File: config.mk
export PLATFORM = sky130hd
export DESIGN_NAME = lfsr_range_gen
export DESIGN_NICKNAME = d
export VERILOG_FILES = /design/src/rtl/random_pkg.sv /design/src/rtl/lfsr_core.sv /design/src/rtl/lfsr_range_gen.sv
export SDC_FILE = /design/constraint.sdc
export NUM_CORES = 1
export LEC_CHECK = 0
export CAP_MARGIN = 20
export CORE_ASPECT_RATIO = 1.2
export CORE_MARGIN = 2
export CORE_UTILIZATION = 45
export CTS_BUF_LIST = sky130_fd_sc_hd__clkbuf_4 sky130_fd_sc_hd__clkbuf_8
export CTS_CLUSTER_SIZE = 14
export DETAILED_ROUTE_END_ITERATION = 7
export DONT_BUFFER_PORTS = 1
export PLACE_DENSITY = 0.72
export SETUP_SLACK_MARGIN = 0.3
export SLEW_MARGIN = 5
export SYNTH_ARGS = -nofsm -noshare
export SYNTH_HDL_FRONTEND = slang
export SYNTH_SLANG_ARGS = --single-unit
File: constraint.sdc
create_clock -name i_clk -period 2.4 [get_ports i_clk]
set_input_delay 0 -clock i_clk [delete_from_list [all_inputs] [get_ports i_clk]]
set_output_delay 0 -clock i_clk [all_outputs]
set_load 0.02 [all_outputs]
File: src/rtl/random_pkg.sv
// Shared FSM state type and default LFSR constants for the random-source blocks.
package random_pkg;

   typedef enum logic [1:0] {
      IDLE,
      DRAW,
      HOLD
   } rng_state_e;

   // Right-shift Galois masks giving maximal-length sequences
   localparam logic [3:0]  TAPS_W4      = 4'h9;
   localparam logic [7:0]  TAPS_W8      = 8'hB8;
   localparam logic [15:0] TAPS_W16     = 16'hB400;
   localparam logic [15:0] DEFAULT_SEED = 16'hACE1;

endpackage

File: src/rtl/lfsr_core.sv
// Right-shift Galois LFSR with runtime seed load and an all-zero lockup guard.
module lfsr_core
   import random_pkg::*;
#(
   parameter int unsigned      WIDTH = 16,
   parameter logic [WIDTH-1:0] TAPS  = TAPS_W16,
   parameter logic [WIDTH-1:0] SEED  = DEFAULT_SEED
) (
   input  logic             i_clk,
   input  logic             i_rst,
   input  logic             i_seed_load,
   input  logic [WIDTH-1:0] i_seed,
   output logic [WIDTH-1:0] o_state
);

   logic [WIDTH-1:0] state_q;
   logic [WIDTH-1:0] state_d;

   always_comb begin
      state_d = state_q;
      if (i_seed_load) begin
         state_d = (i_seed == '0) ? SEED : i_seed;
      end else if (state_q == '0) begin
         state_d = SEED;
      end else begin
         state_d = (state_q >> 1) ^ (state_q[0] ? TAPS : '0);
      end
   end

   always_ff @(posedge i_clk or posedge i_rst) begin
      if (i_rst) begin
         state_q <= SEED;
      end else begin
         state_q <= state_d;
      end
   end

   assign o_state = state_q;

endmodule

File: src/rtl/lfsr_range_gen.sv
// Uniform 0..RANGE-1 draws from an LFSR by rejection sampling with bounded retries.
// Optional macro LFSR_RANGE_NO_REPEAT_EN forbids consecutive equal accepted outputs.
module lfsr_range_gen
   import random_pkg::*;
#(
   parameter int unsigned      WIDTH     = 16,
   parameter logic [WIDTH-1:0] TAPS      = TAPS_W16,
   parameter logic [WIDTH-1:0] SEED      = DEFAULT_SEED,
   parameter int unsigned      RANGE     = 9,
   parameter int unsigned      MAX_TRIES = 8,
   localparam int unsigned     OUT_W     = $clog2(RANGE)
) (
   input  logic             i_clk,
   input  logic             i_rst,
   input  logic             i_seed_load,
   input  logic [WIDTH-1:0] i_seed,
   input  logic             i_req,
   output logic             o_valid,
   input  logic             i_ready,
   output logic [OUT_W-1:0] o_value,
   output logic             o_fallback,
   output logic             o_busy
);

   localparam int unsigned      CNT_W   = $clog2(MAX_TRIES + 1);
   localparam logic [OUT_W:0]   RANGE_X = (OUT_W + 1)'(RANGE);
   localparam logic [CNT_W:0]   TRIES_X = (CNT_W + 1)'(MAX_TRIES);

   logic [WIDTH-1:0] lfsr_state;
   logic [OUT_W-1:0] cand;
   logic [OUT_W:0]   diff;
   logic [OUT_W-1:0] base;
   logic [OUT_W-1:0] fb_value;
   logic             in_range;
   logic             accept;
   logic             handshake;
   logic [CNT_W:0]   try_next;
   logic             unused_bits;

   rng_state_e       state_q, state_d;
   logic             valid_q, valid_d;
   logic [OUT_W-1:0] value_q, value_d;
   logic             fallback_q, fallback_d;
   logic [CNT_W-1:0] try_cnt_q, try_cnt_d;

   lfsr_core #(
      .WIDTH (WIDTH),
      .TAPS  (TAPS),
      .SEED  (SEED)
   ) u_lfsr (
      .i_clk       (i_clk),
      .i_rst       (i_rst),
      .i_seed_load (i_seed_load),
      .i_seed      (i_seed),
      .o_state     (lfsr_state)
   );

   assign cand        = lfsr_state[OUT_W-1:0];
   assign in_range    = {1'b0, cand} < RANGE_X;
   assign diff        = {1'b0, cand} - RANGE_X;
   assign base        = in_range ? cand : diff[OUT_W-1:0];
   assign handshake   = (state_q == HOLD) && valid_q && i_ready;
   assign try_next    = {1'b0, try_cnt_q} + (CNT_W + 1)'(1);
   assign unused_bits = ^{lfsr_state[WIDTH-1:OUT_W], diff[OUT_W]};

`ifdef LFSR_RANGE_NO_REPEAT_EN
   logic [OUT_W-1:0] last_q;
   logic             has_last_q;

   always_ff @(posedge i_clk or posedge i_rst) begin
      if (i_rst) begin
         last_q     <= '0;
         has_last_q <= 1'b0;
      end else if (handshake) begin
         last_q     <= value_q;
         has_last_q <= 1'b1;
      end
   end

   assign accept   = in_range && !(has_last_q && (cand == last_q));
   // Fallback steps past the previous output, wrapping at RANGE
   assign fb_value = (base != last_q) ? base :
                     (({1'b0, base} == RANGE_X - (OUT_W + 1)'(1)) ? '0 : base + OUT_W'(1));
`else
   assign accept   = in_range;
   assign fb_value = base;
`endif

   always_comb begin
      state_d    = state_q;
      valid_d    = valid_q;
      value_d    = value_q;
      fallback_d = fallback_q;
      try_cnt_d  = try_cnt_q;
      case (state_q)
         IDLE: begin
            if (i_req) begin
               if (accept) begin
                  value_d    = cand;
                  valid_d    = 1'b1;
                  fallback_d = 1'b0;
                  state_d    = HOLD;
               end else if (MAX_TRIES == 1) begin
                  value_d    = fb_value;
                  valid_d    = 1'b1;
                  fallback_d = 1'b1;
                  state_d    = HOLD;
               end else begin
                  try_cnt_d  = CNT_W'(1);
                  state_d    = DRAW;
               end
            end
         end
         DRAW: begin
            if (accept) begin
               value_d    = cand;
               valid_d    = 1'b1;
               fallback_d = 1'b0;
               try_cnt_d  = '0;
               state_d    = HOLD;
            end else if (try_next == TRIES_X) begin
               value_d    = fb_value;
               valid_d    = 1'b1;
               fallback_d = 1'b1;
               try_cnt_d  = '0;
               state_d    = HOLD;
            end else begin
               try_cnt_d  = try_next[CNT_W-1:0];
            end
         end
         HOLD: begin
            if (handshake) begin
               valid_d = 1'b0;
               state_d = IDLE;
            end
         end
         default: state_d = IDLE;
      endcase
   end

   always_ff @(posedge i_clk or posedge i_rst) begin
      if (i_rst) begin
         state_q    <= IDLE;
         valid_q    <= 1'b0;
         value_q    <= '0;
         fallback_q <= 1'b0;
         try_cnt_q  <= '0;
      end else begin
         state_q    <= state_d;
         valid_q    <= valid_d;
         value_q    <= value_d;
         fallback_q <= fallback_d;
         try_cnt_q  <= try_cnt_d;
      end
   end

   assign o_valid    = valid_q;
   assign o_value    = value_q;
   assign o_fallback = fallback_q;
   assign o_busy     = (state_q == DRAW);

endmodule

# Yosys cells after proc, flatten, opt, wreduce, memory -nomap -nowiden

Cells that the tools add are included.

Add/sub/neg operators: 2
Order comparisons: 1
Equality and inequality tests: 8
Mux-type cells: 30
Bitwise gates (word level): 1
Reductions and logical operators: 11

Operator list:

| kind                                                            | count |
|---|---|
| 16-bit two-way mux                                              | 4 |
| 16-bit zero test                                                | 2 |
| 4-bit two-way mux                                               | 8 |
| 4-bit one-hot mux with 2 select lines                           | 2 |
| 15-bit by 16-bit bitwise XOR with 16-bit output                 | 1 |
| 2-bit two-way mux                                               | 5 |
| 1-bit two-way mux                                               | 8 |
| 2-bit != test, second input constant                            | 4 |
| 2-bit one-hot mux with 3 select lines                           | 1 |
| 3-bit AND reduction                                             | 2 |
| 4-bit by 1-bit adder with 5-bit output, second input constant   | 1 |
| 5-bit by 4-bit == test with 1-bit output, second input constant | 1 |
| 5-bit AND reduction                                             | 1 |
| 4-bit < comparator, second input constant                       | 1 |
| 4-bit AND reduction                                             | 1 |
| 4-bit subtractor, second input constant                         | 1 |
| 3-bit by 1-bit != test with 1-bit output, second input constant | 1 |
| 1-bit one-hot mux with 3 select lines                           | 1 |
| 3-bit nonzero test                                              | 1 |
| 2-bit by 1-bit == test with 1-bit output, second input constant | 1 |
| 2-bit == test, second input constant                            | 1 |
| 1-bit logical AND                                               | 2 |
| 2-bit zero test                                                 | 1 |
| 1-bit one-hot mux with 2 select lines                           | 1 |
| 2-bit nonzero test                                              | 1 |

Register bits after elaboration: 28
Bits of input ports: 21
Output and inout bits: 7
Word-level logic and storage cells: 59

# Depth between registers and ports, before layout

Depth after elaboration: 5
Mapped depth: 8
Depth with buffers taken out: 6

# Hierarchy

A second synthesis with hierarchy kept.

Cell total of the unflattened synthesis: 118
Area total of the unflattened synthesis: 1420.1 sq um

By module, submodules not included:

| module         | instances | cells each | area each (sq um) | sequential area each (sq um) |
|---|---|---|---|---|
| lfsr_core      | 1         | 51         | 733.2             | 410.4 |
| lfsr_range_gen | 1         | 67         | 686.9             | 300.3 |

# Worst setup path after synthesis

No wires, ideal clock.

Kind: flip-flop to flip-flop
Start point: register u_lfsr.state_q[0] (netlist: u_lfsr.o_state[0])
End point: register value_q[0] (netlist: o_value[0])
Library setup time: 0.125 ns
Arrival: 1.932 ns
Required time: 2.275 ns
Path slack: 0.343 ns
Cell stages (with the launch flop): 9
Buffers on the path: 2
Clock period less this slack: 2.057 ns
Path through: dfstp_2 clkbuf_1 inv_1 ha_1 nand2b_1 nand2_1 a32o_2 buf_6 mux2_4

Cells in the longest elaborated chain, start to end: 4
Elaborated cells on any way between the ends: 10
Those cells by class: 1 x add/sub; 1 x order compare; 2 x eq/ne; 5 x mux; 1 x reduce/logical

Ends and longest elaborated chain:

| item                                  | line                  | RTL |
|---|---|---|
| start, declared                       | lfsr_core.sv:16       | `logic [WIDTH-1:0] state_q;` |
| start signal, assigned                | lfsr_core.sv:34       | `state_q <= state_d;` |
| 4-bit subtractor                      | lfsr_range_gen.sv:60  | `assign diff = {1'b0, cand} - RANGE_X;` |
| 4-bit two-way mux                     | lfsr_range_gen.sv:121 | `end else if (try_next == TRIES_X) begin` |
| 4-bit two-way mux                     | lfsr_range_gen.sv:115 | `if (accept) begin` |
| 4-bit one-hot mux with 2 select lines | lfsr_range_gen.sv:95  | `case (state_q)` |
| end signal, assigned                  | lfsr_range_gen.sv:151 | `value_q <= value_d;` |
| end, declared                         | lfsr_range_gen.sv:42  | `logic [OUT_W-1:0] value_q, value_d;` |

Parallel ways exist; a longest one is shown, timed or not. The select of a mux whose other input is x is not followed.
A chain may end at the register's enable or synchronous reset.

# Worst setup path after layout

Same ends and word-level chain as after synthesis.

==> summary.txt <==
Final setup violation count -> 0
Final-report hold violation count -> 0
Post-CTS resize count -> 0
Cells after Synth -> 117
Share of cells above drive strength 1 -> 21.6%
Warning count from the yosys run -> 0
Die ar. -> 3470 µm²
DRT antenna net count -> 0
Via density -> 5.69
Primary FF master, synth -> dfrtp_1
Startpoint type of the worst setup path -> register
Final Wtd Congestion -> 0.775
Largest family of logic cells by synthesized area -> compound AO/OA/AOI/OAI gates
Drt pass-1 iters -> 4
Final period utilization -> 80.1%
Vias in the first global route -> 1026
Worst EP arrival -> 2150 ps
Largest net degree at the start of global routing -> 29
GR peak layer -> met2
Pre-CTS setup slack -> 488 ps
Post-Syn Area per Cell -> 11.6 µm²
Minimum clock period -> 1920 ps
TritonCTS Buffers -> 3
Number of DRC markers in iteration 0 -> 14
Detailed-route DRC error count -> 0
Number of flops mapped to enable cells by yosys -> 0
Core area -> 2840 µm²
Clock transition at path regs -> 150 ps
Static leakage -> 0.736 nW
Synthesized net count -> 141
RSZ-0062 raised after global routing -> no
I/O pin cnt -> 28
Slew Viols, Final -> 0
Area growth syn-to-layout -> 21.3%
Initial Utilization -> 47.8%
Met1 Use GR -> 22.4%
Synth Area in XOR/XNOR -> 2.58%
Via count -> 985
CTS Root Cell -> clkbuf_4
Routed len/inst -> 16.8 µm
Mux cell area share after synthesis -> 9.32%
Rel. slew slack -> 65.0%
Die X -> 54.1 µm
Fillcell total -> 238
CTS Sinks -> 28
Post-CTS setup buffer count -> 0
Netlist Area Pre-Place -> 1360 µm²
Die height -> 64.1 µm
Seq/Total Area, Yosys -> 52.4%
CTS tree -> yes
Register bit total from synthesis -> 28
Compound-Gate Fraction of Synth Area -> 14.6%
WS Path Type -> register to register
Async SR Flop Fraction -> 100%
Met3 usage -> 2.80%
Post-Synth Adder-Cell Area -> 2.77%
Maximum vdd ir drop -> 0.000448 V
GRT Util Overall -> 18.3%
Simple-Gate Fraction of Synth Area -> 13.6%
Max Clock Freq -> 520 MHz
Clock Skew -> 2.84 ps
Diodes inserted -> 0
Worst hold slack -> 13.5 ps
Synth cell types -> 40
Max Cap Viol -> 0
Htree depth -> 1
Outcome -> finished, final reports clean
Final net count -> 164
Initial antenna violation count -> 0
Worst setup EP type -> register
Row count -> 21
First-pass GRT wire length -> 4.63 mm
Port bufs -> 0
Total global routing overflow -> 0
Setup slack after layout -> 479 ps
Max clock buf depth -> 2
Least-Margin Pin Slew -> 520 ps
Setup TNS -> 0 ps
Hold Path Class -> primary input to asynchronous set/reset pin
CP required -> 2630 ps
CP Max Fanout -> 7
Met2 global-route usage -> 32.0%
Hpwl dp -> 1.93 mm
Pwr dens -> 780 nW/µm²
Clk Latency, worst-skew pair -> 320 ps
Power, Total -> 1.28 mW
Routed wire length -> 2.91 mm
[worst paths after layout]
| check | slack, ps | end | start | cells after the start |
|---|---|---|---|---|
| max | 480 | o_value[0] | u_lfsr.o_state[0] | 6 |
| min | 10 | o_valid | i_rst | 2 |
| max reg2reg | 480 | o_value[0] | u_lfsr.o_state[0] | 6 |
| min reg2reg | 530 | u_lfsr.o_state[7] | u_lfsr.o_state[8] | 1 |
| max in group asynchronous | 1920 | u_lfsr.o_state[13] | i_rst | 3 |
| min in group i_clk | 30 | try_cnt_q[0] | i_req | 3 |
[power by group]
group / switching (mW) / internal, mW / leakage (nW)
clock network: 0.135 / 0.0928 / 0.0210
logic: 0.133 / 0.191 / 0.387
registers: 0.148 / 0.584 / 0.328
[layer usage]
metal	wire, µm	vias to the layer above	share of wire, %
li1	-	470	-
met1	1200	484	41
met2	1550	27	53
met3	125	4	4.3
met4	27	0	0.93
met5	0	-	0
[cells by family (layout without fill, tap and decap cells)]
group,count (synthesis),count (layout)
DFF,28,28
and+or+nand+nor,33,33
AOI/OAI and AO/OA,26,26
adders and majority gates,3,3
muxes,10,10
xor gates and xnor gates,4,4
buffers and inverters,13,35
[cells in the mapped netlist, types with 2 or more instances]
| master | instances | area (µm²) |
|---|---|---|
| mux2_4 | 4 | 60.1 |
| o22a_1 | 8 | 70.1 |
| nor2_1 | 4 | 15.0 |
| dfrtp_1 | 20 | 500 |
| a31oi_1 | 2 | 12.5 |
| a21oi_1 | 2 | 10.0 |
| buf_6 | 2 | 22.5 |
| xor2_1 | 2 | 17.5 |
| ha_1 | 3 | 37.5 |
| inv_1 | 8 | 30.0 |
| nor4_1 | 7 | 43.8 |
| nor3b_1 | 2 | 15.0 |
| a21o_2 | 2 | 17.5 |
| dfstp_2 | 8 | 210 |
| mux2_2 | 5 | 56.3 |
| clkbuf_1 | 2 | 7.51 |
| xnor2_1 | 2 | 17.5 |
| o21ai_0 | 4 | 20.0 |
| nand2_1 | 9 | 33.8 |
[state kept, by name (all words and copies together), names as in the netlist]
name,flops
o_value,4
try_cnt_q,4
o_fallback,1
u_lfsr.o_state,16
state_q,2
o_valid,1
[cells in the final DEF (no fill, tap or decap), drive strengths merged, types with 3 or more instances in the layout]
master       Yosys  routed
a21o             3       3
clkbuf           2       4
dfrtp           20      20
dfstp            8       8
dlygate4sd3      0      21
ha               3       3
inv              8       8
mux2             9       9
nand2            9       9
nor2             4       4
nor4             7       7
o21ai            4       4
o22a             8       8
[timing repair]
item	in CTS	in global routing
hold buffers	21	0
setup endpoints to repair	0	0
endpoints found under the hold margin	39	0
[critical path: stages, from the launching register on]
cell,delay (ps)
dfstp_2,650
inv_1,90
ha_1,220
nand2b_1,130
nand2_1,100
a32o_2,330
mux2_4,310
[per-stage QoR]
stage | util, % | cells | cell area (µm²)
final | 58.0 | 173 | 1650
after global routing | 58.0 | 173 | 1650
after CTS | 57.0 | 172 | 1620
after detailed placement | 48.3 | 147 | 1370
after global placement | 48.3 | 147 | 1370
after floorplan | - | 117 | 1360
[final cells by class]
type | instances | area (µm²) | share of cell area [%]
clock buffer | 4 | 36.3 | 2.21
tap | 34 | 42.5 | 2.59
timing repair buffer | 23 | 245 | 14.9
sequential | 28 | 711 | 43.2
inverter | 8 | 30.0 | 1.83
multi-input combinational | 76 | 581 | 35.3
(Power assumes the default switching activity.)
